## src/rtl/hazard_stall_ctrl.sv

```systemverilog
// Stall/bubble scheduler: load-use interlock, divider start/busy sequencing, dcache wait hold.
// Outputs are combinational from registered state and same-cycle inputs; any hold wins over issue.
module hazard_stall_ctrl #(
  parameter int DIV_CYCLES = 32
) (
  input  logic       clk,
  input  logic       resetn,
  input  logic [4:0] ID_rs,
  input  logic [4:0] ID_rt,
  input  logic       ID_ReadRs,
  input  logic       ID_ReadRt,
  input  logic [4:0] EXE_Dst,
  input  logic       EXE_RFWr,
  input  logic       EXE_IsLoad,
  input  logic       EXE_IsDiv,
  input  logic       MEM_ReqValid,
  input  logic       MEM_DataOK,
  input  logic       Exc_Flush,
  output logic       IF_Stall,
  output logic       ID_Stall,
  output logic       EXE_Stall,
  output logic       MEM_Stall,
  output logic       EXE_Bubble,
  output logic       MEM_Bubble,
  output logic       Div_Start,
  output logic       Div_Busy
);

  localparam int CW = $clog2(DIV_CYCLES);

  typedef enum logic [1:0] {
    S_IDLE = 2'd0,
    S_BUSY = 2'd1,
    S_DONE = 2'd2
  } div_state_e;

  div_state_e    div_state_q, div_state_d;
  logic [CW-1:0] div_cnt_q, div_cnt_d;
  logic          pend_q, pend_d;

  logic mem_wait;
  logic load_use;
  logic div_start;
  logic div_hold;

  // A same-cycle DataOK both ends the wait and prevents pend from being set.
  always_comb begin
    mem_wait = (MEM_ReqValid | pend_q) & ~MEM_DataOK;
    pend_d   = pend_q;
    if (MEM_DataOK) begin
      pend_d = 1'b0;
    end else if (MEM_ReqValid) begin
      pend_d = 1'b1;
    end
  end

  always_comb begin
    load_use = EXE_IsLoad & EXE_RFWr & (EXE_Dst != 5'd0) &
               ((ID_ReadRs & (ID_rs == EXE_Dst)) | (ID_ReadRt & (ID_rt == EXE_Dst)));
  end

  // The counter keeps running under a memory wait; only a flush aborts a divide.
  always_comb begin
    div_state_d = div_state_q;
    div_cnt_d   = div_cnt_q;
    div_start   = 1'b0;
    div_hold    = 1'b0;
    case (div_state_q)
      S_IDLE: begin
        if (EXE_IsDiv & ~mem_wait & ~Exc_Flush) begin
          div_start   = 1'b1;
          div_hold    = 1'b1;
          div_state_d = S_BUSY;
          div_cnt_d   = CW'(DIV_CYCLES - 1);
        end
      end
      S_BUSY: begin
        div_hold = 1'b1;
        if (Exc_Flush) begin
          div_state_d = S_IDLE;
          div_cnt_d   = '0;
        end else if (div_cnt_q == '0) begin
          div_state_d = S_DONE;
        end else begin
          div_cnt_d = div_cnt_q - CW'(1);
        end
      end
      S_DONE: begin
        div_state_d = S_IDLE;
        div_cnt_d   = '0;
      end
      default: begin
        div_state_d = S_IDLE;
        div_cnt_d   = '0;
      end
    endcase
  end

  always_ff @(posedge clk or negedge resetn) begin
    if (!resetn) begin
      div_state_q <= S_IDLE;
      div_cnt_q   <= '0;
      pend_q      <= 1'b0;
    end else begin
      div_state_q <= div_state_d;
      div_cnt_q   <= div_cnt_d;
      pend_q      <= pend_d;
    end
  end

  // Gating with resetn keeps live inputs from leaking through while in reset.
  always_comb begin
    IF_Stall   = 1'b0;
    ID_Stall   = 1'b0;
    EXE_Stall  = 1'b0;
    MEM_Stall  = 1'b0;
    EXE_Bubble = 1'b0;
    MEM_Bubble = 1'b0;
    Div_Start  = 1'b0;
    Div_Busy   = 1'b0;
    if (resetn) begin
      Div_Start = div_start;
      Div_Busy  = (div_state_q == S_BUSY);
      if (Exc_Flush) begin
        EXE_Bubble = 1'b1;
        MEM_Bubble = 1'b1;
      end else if (mem_wait) begin
        IF_Stall  = 1'b1;
        ID_Stall  = 1'b1;
        EXE_Stall = 1'b1;
        MEM_Stall = 1'b1;
      end else if (div_hold) begin
        IF_Stall   = 1'b1;
        ID_Stall   = 1'b1;
        EXE_Stall  = 1'b1;
        MEM_Bubble = 1'b1;
      end else if (load_use) begin
        IF_Stall   = 1'b1;
        ID_Stall   = 1'b1;
        EXE_Bubble = 1'b1;
      end
    end
  end

endmodule

```

## config.mk

```make
export PLATFORM = sky130hd
export DESIGN_NAME = hazard_stall_ctrl
export DESIGN_NICKNAME = d
export VERILOG_FILES = /design/src/rtl/hazard_stall_ctrl.sv
export SDC_FILE = /design/constraint.sdc
export NUM_CORES = 1
export LEC_CHECK = 0
export ABC_AREA = 0
export CAP_MARGIN = 10
export CELL_PAD_IN_SITES_DETAIL_PLACEMENT = 0
export CELL_PAD_IN_SITES_GLOBAL_PLACEMENT = 1
export CORE_UTILIZATION = 30
export CTS_BUF_LIST = sky130_fd_sc_hd__clkbuf_8
export DETAILED_ROUTE_END_ITERATION = 16
export PLACE_DENSITY = 0.84
export SLEW_MARGIN = 20
export SYNTH_ARGS = -nofsm -noshare
export SYNTH_HDL_FRONTEND = slang
export SYNTH_SLANG_ARGS = --single-unit
```

## constraint.sdc

```tcl
create_clock -name clk -period 2.1 [get_ports clk]
set_input_delay 0.21 -clock clk [delete_from_list [all_inputs] [get_ports clk]]
set_output_delay 0.21 -clock clk [all_outputs]
set_load 0.05 [all_outputs]
```

== After elaboration in Yosys (flattened, before gate mapping) ==
Cells that the tools add are included.
Storage, ports and cells
  register bits after elaboration: 8
  input bits: 25
  output and inout bits: 8
  word-level logic and storage cells: 63
Operators by class
  $add $sub $neg: 1
  equal/unequal tests: 6
  mux-type cells: 34
  bitwise operators: 13
  reductions and logical operators: 6
Operators with widths (number)
  2-to-1 mux 1 bit: 25
  2-to-1 mux 5 bit: 3
  == test 5 bit: 2
  one-hot mux 5 bit (2 select lines): 1
  bitwise AND 1 bit: 8
  2-to-1 mux 2 bit: 3
  != test 3 bit (second input constant): 2
  logical NOT 5 bit: 1
  nonzero test 5 bit: 1
  subtractor 5 x 1 -> 5 bit (second input constant): 1
  one-hot mux 2 bit (2 select lines): 1
  AND reduction 2 bit: 2
  inverter 1 bit: 3
  == test 2 x 1 -> 1 bit (second input constant): 1
  logical NOT 2 bit: 1
  != test 2 bit (second input constant): 1
  bitwise OR 1 bit: 2
  one-hot mux 1 bit (2 select lines): 1
  nonzero test 2 bit: 1

== Longest topological paths before layout ==
Gate-level depths: netlist (run 1).
  depth after elaboration: 11
  mapped depth: 6
  mapped depth without buffers: 6

== Least setup slack after synthesis (run 1) ==
OpenSTA, ideal clock, no wires.
  path type: input -> output
  from: in EXE_Dst[3]
  to: out IF_Stall
  arrival time: 2.423 ns
  data required time: 1.890 ns
  path slack: -0.533 ns
  cell stages on the path: 5
  path buffers: 1
  cells stage by stage: xor2_1 nor4_1 a32oi_1 o31ai_1 buf_4
On the way
  word-level cells in the longest chain between the ends: 9
  elaborated cells on any way between the ends: 13
RTL lines
  start: declaration: RTL line 12  | input logic [4:0] EXE_Dst,
  == test 5 bit: RTL line 59  | ((ID_ReadRs & (ID_rs == EXE_Dst)) | (ID_ReadRt & (ID_rt == EXE_Dst)));
  bitwise AND 1 bit: RTL line 59
  bitwise OR 1 bit: RTL line 59
  bitwise AND 1 bit (*): RTL line 58  | load_use = EXE_IsLoad & EXE_RFWr & (EXE_Dst != 5'd0) &
  2-to-1 mux 1 bit (*) (5 in a row)
  end: declaration: RTL line 19  | output logic IF_Stall,
Mark *: on every way between the ends. The rest lies on a longest branch, timed or not.

== Worst setup path in the final report (run 1) ==
  from: in ID_rs[2]
  to: out IF_Stall
On the way
  word-level cells in the longest chain between the ends: 9
RTL lines
  start: declaration: RTL line 8  | input logic [4:0] ID_rs,
  == test 5 bit: RTL line 59
  bitwise AND 1 bit: RTL line 59
  bitwise OR 1 bit: RTL line 59
  bitwise AND 1 bit: RTL line 58
  2-to-1 mux 1 bit: RTL line 137  | end else if (load_use) begin
  2-to-1 mux 1 bit: RTL line 132  | end else if (div_hold) begin
  2-to-1 mux 1 bit: RTL line 127  | end else if (mem_wait) begin
  2-to-1 mux 1 bit: RTL line 124  | if (Exc_Flush) begin
  2-to-1 mux 1 bit: RTL line 121  | if (resetn) begin
No other way between the ends.

==> results of run 1 <==
[cell type report]
type	instances	area, um^2
repair buffers	37	460
well taps	28	35.0
multi-input cells	58	453
flip-flops and latches	8	200
fillers	205	996
clock buffers	3	41.3
inverters	7	26.3
[repair_timing]
item | in CTS | in global routing
setup buffers | 0 | 0
gates resized for setup | 0 | 9
endpoints found under the setup margin | 3 | 3
pin swaps | 3 | 5
[per-layer routing]
metal  track usage  wire, um  vias up
met2         0.264       846       26
met3        0.0576       121        5
met4         0.134        52        0
met1         0.167       681      311
met5             0         0        -
li1              -         -      347
[synthesized netlist by cell type]
cell / count / share of area
a21o_1: 2 / 0.021
nor3_1: 1 / 0.0071
a21oi_1: 2 / 0.014
buf_6: 1 / 0.016
nand3b_4: 1 / 0.029
or4_1: 1 / 0.011
o21ai_2: 1 / 0.012
a221oi_2: 1 / 0.021
ha_1: 1 / 0.018
nand3_1: 1 / 0.0071
dfrtp_1: 8 / 0.29
nand2_1: 4 / 0.021
a32oi_1: 1 / 0.012
a2111oi_2: 1 / 0.021
o32a_1: 1 / 0.014
o21a_4: 1 / 0.021
clkbuf_8: 1 / 0.020
o21bai_2: 1 / 0.016
inv_1: 7 / 0.037
nor2_1: 6 / 0.032
xnor2_1: 3 / 0.037
a21boi_0: 1 / 0.011
o211ai_1: 1 / 0.011
o21a_1: 1 / 0.011
o21ai_1: 1 / 0.0071
or4b_4: 1 / 0.020
buf_4: 1 / 0.011
nor3b_1: 2 / 0.021
nor4_1: 2 / 0.018
nand2b_1: 1 / 0.0089
o31ai_1: 2 / 0.021
and2_0: 1 / 0.0089
a32o_1: 2 / 0.029
and3_1: 1 / 0.0089
xor2_1: 8 / 0.10
o21ai_0: 3 / 0.021
nor2b_1: 2 / 0.018
[power by group through the flow]
stage	Sequential, W	Combinational (W)	Clock, W
finish	0.000225	0.000286	0.000188
global route	0.000232	0.000317	0.000205
CTS	0.000224	0.000291	0.000191
detailed placement	0.000226	0.000290	0
global placement	0.000225	0.000286	0
floorplan	0.000214	0.000182	0
[sequential cells by signal, indices dropped and copies added, names as in the netlist]
signal       count
pend_q           1
div_state_q      2
div_cnt_q        5
[through the flow]
stage / setup WS (ns) / instance area [um^2] / power, W / util
4_1_cts: 0.00291 / 1190 / 0.000707 / 0.540
5_1_grt: 0.00336 / 1220 / 0.000754 / 0.550
2_1_floorplan: -0.0871 / 712 / 0.000396 / -
3_3_place_gp: -0.00697 / 1150 / 0.000511 / 0.521
3_5_place_dp: -0.0465 / 1150 / 0.000516 / 0.521
6_report: 0.111 / 1220 / 0.000700 / 0.550
[worst paths after layout]
path	start	to	slack, ns
min in group clk	div_state_q[1]$_DFFE_PN0P_	div_cnt_q[1]$_DFFE_PN0P_	0.55
min reg2reg	div_state_q[1]$_DFFE_PN0P_	div_cnt_q[1]$_DFFE_PN0P_	0.55
max	ID_rs[2]	IF_Stall	0.11
min	resetn	div_cnt_q[4]$_DFFE_PN0P_	0.20
max reg2reg	div_cnt_q[1]$_DFFE_PN0P_	div_cnt_q[3]$_DFFE_PN0P_	0.34
max in group asynchronous	resetn	div_cnt_q[3]$_DFFE_PN0P_	1.51
[worst max-delay path, stage by stage]
cell and delay, ns:
clkdlybuf4s50_1 0.41, xor2_1 0.14, nor4_1 0.30, a32oi_1 0.14
o31ai_2 0.26, buf_4 0.17, buf_12 0.13
[logic make-up after synthesis]
group           after synthesis
simple gates                 24
buf+inv                      10
compound gates               22
fa+ha+maj                     1
flops                         8
xor+xnor                     11
==> results.py, run 1 <==
metrics = {
    "sta": {
        "hold_violations": 0,
        "period_minus_slack_ns": 1.99,
        "hold_ws_ns": 0.204,
        "setup_tns_ns": 0,
        "clock_skew_ns": 0.00179,
        "tightest_slew_ns": 0.337,
        "finalMaxSlewViolations": 0,
        "setup_viol": 0,
        "period_share": 0.947,
        "max_freq_mhz": 503,
        "rsz0062_at_grt": "no",
        "max_slew_margin": 0.776,
    },
    "die": {
        "rows": 17,
        "dieWidth_um": 50.4,
        "die_h_um": 50.4,
        "core_um2": 2210,
        "die_area_um2": 2540,
        "start_util": 0.317,
        "num_io_pins": 33,
    },
    "clocking": {
        "root_buffer": "clkbuf_8",
        "clock-sinks": 8,
        "numCtsBuffers": 3,
        "cts_tree": "done",
        "cts.path.max_buffers": 2,
        "insertion_delay_ns": 0.23,
        "path_clk_slew_ns": 0.04,
        "hold_buffers": 0,
        "h-tree-depth": 1,
    },
    "cells_and_area": {
        "num-nets-final": 141,
        "layout_common_cells": "clkdlybuf4s50_1, dlymetal6s2s_1, xor2_1, dfrtp_1, buf_12",
        "syn_to_final_growth_pct": 73.3,
        "fin_cells": 141,
        "num_antenna_cells": 0,
        "layout_commonest_cell": "clkdlybuf4s50_1",
        "drive_gt1_frac": 0.221,
    },
    "power_and_ir_drop": {
        "p_leak_nw": 0.582,
        "switching_share": 0.327,
        "pwr-share-clk": 0.269,
        "p_comb_frac": 0.409,
        "p_seq_frac": 0.321,
        "netSwitchingPower_w": 0.000228,
        "power_density_nw_per_um2": 575,
        "peakVddDrop_mv": 0.365,
        "intPower_w": 0.000471,
    },
    "global_routing": {
        "grt_pass1_wl_um": 3020,
        "grt.overflow.total": 0,
        "antenna_found_initial": 0,
        "grt_max_degree": 12,
        "grt_pass1_vias": 742,
        "grt_usage": 0.163,
    },
    "routing": {
        "routed_wl_um": 1700,
        "vias": 689,
        "drt_iter0_markers": 13,
        "viasPerCell": 4.89,
        "ant_nets": 0,
        "wl_per_cell_um": 12.1,
        "dr.pass1.iters": 4,
        "drcViolationCount": 0,
    },
    "flow_run": {
        "cap_violations": 0,
    },
    "yosys": {
        "synth-xor-area-share": 0.137,
        "syn_area_um2": 702,
        "synth.yosys.warnings": 0,
        "muxShareOfSynthArea": 0,
        "synth_top_family_by_area": "compound AO/OA/AOI/OAI gates",
        "synth_fa_ha_area_frac": 0.0178,
        "ys_types": 37,
        "yosysSeqAreaShare": 0.285,
        "synth_compound_area_frac": 0.266,
        "synthesis.nets": 102,
        "postSynthAreaPerCell_um2": 9.24,
        "synth_simple_gate_area_share": 0.210,
        "syn_inst": 76,
        "ys_seq_elements": 8,
    },
    "setup_path": {
        "cp.required_ns": 1.89,
        "crit_fanout": 2,
        "crit_type": "in -> out",
        "reg2reg_depth": 6,
        "cp-end-kind": "output pin",
        "arrival_ns": 1.78,
        "crit_path_start_kind": "input pin",
    },
    "hold_path": {
        "hp-class": "in -> async",
    },
    "placement": {
        "dp_hpwl_um": 1350,
        "gp_congestion": 0.849,
        "numPortBuffers": 32,
        "dp_cells": 138,
    },
    "run_status": {
        "status": "finished clean",
    },
}
No activity file was read; power rests on OpenSTA's default activity.
==> run 2: changes to the inputs <==
- REMOVE_ABC_BUFFERS: not set -> 1
==> results.py, run 2 (synthesis results as in run 1) <==
metrics = {
    "sta": {
        "setup_tns_ns": 0,
        "tightest_slew_ns": 0.343,
        "max_freq_mhz": 511,
        "hold_violations": 0,
        "clock_skew_ns": 0.00321,
        "finalMaxSlewViolations": 0,
        "rsz0062_at_grt": "no",
        "period_minus_slack_ns": 1.96,
        "hold_ws_ns": 0.239,
        "setup_viol": 0,
        "period_share": 0.931,
        "max_slew_margin": 0.771,
    },
    "die": {
        "num_io_pins": 33,
        "rows": 17,
        "core_um2": 2210,
        "die_h_um": 50.4,
        "dieWidth_um": 50.4,
        "start_util": 0.317,
        "die_area_um2": 2540,
    },
    "cells_and_area": {
        "num_antenna_cells": 0,
        "final_core_util": 0.541,
        "largest_register": "div_cnt_q",
        "drive_gt1_frac": 0.205,
        "reg_top3": "div_cnt_q (5), div_state_q (2), pend_q (1)",
        "layout_common_cells": "clkdlybuf4s50_1, xor2_1, dfrtp_1, buf_12",
        "num-nets-final": 140,
        "nFillCells": 220,
        "fin_cells": 140,
        "largest_register_ffs": 5,
        "syn_to_final_growth_pct": 70.6,
        "layout_commonest_cell": "clkdlybuf4s50_1",
    },
    "setup_path": {
        "r2r-start": "div_cnt_q[0]$_DFFE_PN0P_",
        "reg2reg_depth": 6,
        "max_stage_delay_ns": 0.41,
        "cp.required_ns": 1.89,
        "crit_chain": "clkdlybuf4s50_1, xor2_1, nor4_1, a32oi_1, o31ai_1, buf_4, buf_12",
        "slowest_stage": "clkdlybuf4s50_1",
        "arrival_ns": 1.75,
        "timing.rr.end": "div_cnt_q[3]$_DFFE_PN0P_",
        "cp-end-kind": "output pin",
        "crit_type": "in -> out",
        "crit_path_start_kind": "input pin",
        "crit_fanout": 2,
        "r2r_setup_slack_ns": 0.33,
    },
    "run_status": {
        "status": "finished clean",
    },
    "power_and_ir_drop": {
        "p_leak_nw": 0.559,
        "power_density_nw_per_um2": 583,
        "peakVddDrop_mv": 0.321,
    },
    "clocking": {
        "insertion_delay_ns": 0.22,
        "root_buffer": "clkbuf_8",
        "postCtsSetupRepairBufs": 0,
        "cts_tree": "done",
        "cts.path.max_buffers": 2,
        "hold_buffers": 0,
        "path_clk_slew_ns": 0.04,
        "numCtsBuffers": 3,
        "h-tree-depth": 1,
        "clock-sinks": 8,
    },
    "global_routing": {
        "use_met2": 0.287,
        "grt.overflow.total": 0,
        "grt_pass1_vias": 690,
        "grt_pass1_wl_um": 2750,
        "grt_util_met1": 0.150,
        "met3_usage": 0.0212,
        "antenna_found_initial": 0,
        "grt-busiest-layer": "met2",
        "grt_max_degree": 12,
        "grt_usage": 0.143,
    },
    "hold_path": {
        "hp-class": "in -> async",
    },
    "placement": {
        "dp_hpwl_um": 1490,
        "gp_congestion": 0.802,
        "numPortBuffers": 32,
        "dp_cells": 137,
    },
    "routing": {
        "drt_iter0_markers": 9,
        "wl_per_cell_um": 12.7,
        "routed_wl_um": 1770,
        "ant_nets": 0,
        "viasPerCell": 4.92,
        "dr.pass1.iters": 4,
        "drcViolationCount": 0,
        "vias": 689,
    },
    "flow_run": {
        "cap_violations": 0,
    },
}
[run 2: repair_timing]
| item | 4_1_cts | 5_1_grt |
|---|---|---|
| pin swaps | 2 | 4 |
| hold endpoints to repair | 0 | 0 |
| resized for setup | 2 | 7 |
| setup endpoints to repair | 1 | 3 |
[run 2: final cells by class]
class,instances,area (um^2),area share
Multi-Input combinational cell,58,448,0.374
Timing Repair Buffer,36,447,0.373
Sequential cell,8,200,0.167
Clock buffer,3,41.3,0.0345
Tap cell,28,35.0,0.0293
Inverter,7,26.3,0.0219
[run 2: worst max-delay path by stage]
stage | cells after the start | start | to
after floorplan | 4 | EXE_Dst[3] | ID_Stall
final | 7 | ID_rs[0] | IF_Stall
after CTS | 6 | EXE_Dst[2] | IF_Stall
after global routing | 7 | ID_rs[0] | IF_Stall
after global placement | 6 | EXE_Dst[3] | EXE_Bubble
after detailed placement | 6 | EXE_Dst[3] | EXE_Bubble
[run 2: report_power, final]
group	total [W]	internal (W)	switching [W]	leakage (nW)
clock	0.000182	0.000124	0.0000583	0.0216
sequential	0.000226	0.000187	0.0000394	0.0958
combinational	0.000290	0.000159	0.000130	0.441
total	0.000698	0.000470	0.000228	0.559
[run 2: metrics by stage]
stage | worst slack (ns) | instance area (um^2) | power (W)
detailed placement | -0.0524 | 1130 | 0.000520
CTS | 0.0198 | 1180 | 0.000704
floorplan | -1.15 | 669 | 0.000384
finish | 0.144 | 1200 | 0.000698
global placement | -0.00517 | 1130 | 0.000510
global route | 0.0323 | 1200 | 0.000733
[run 2: routing by layer]
metal	vias to the layer above	routed length, um
li1	343	-
met1	315	687
met2	29	964
met3	2	109
met4	0	8
met5	-	0
[run 2: critical path, delay by kind of cell]
| kind | cells | cell delay [ns] |
|---|---|---|
| buffers and inverters | 3 | 0.72 |
| AO/OA/AOI/OAI | 2 | 0.39 |
| AND/OR/NAND/NOR | 1 | 0.28 |
| XOR/XNOR | 1 | 0.14 |
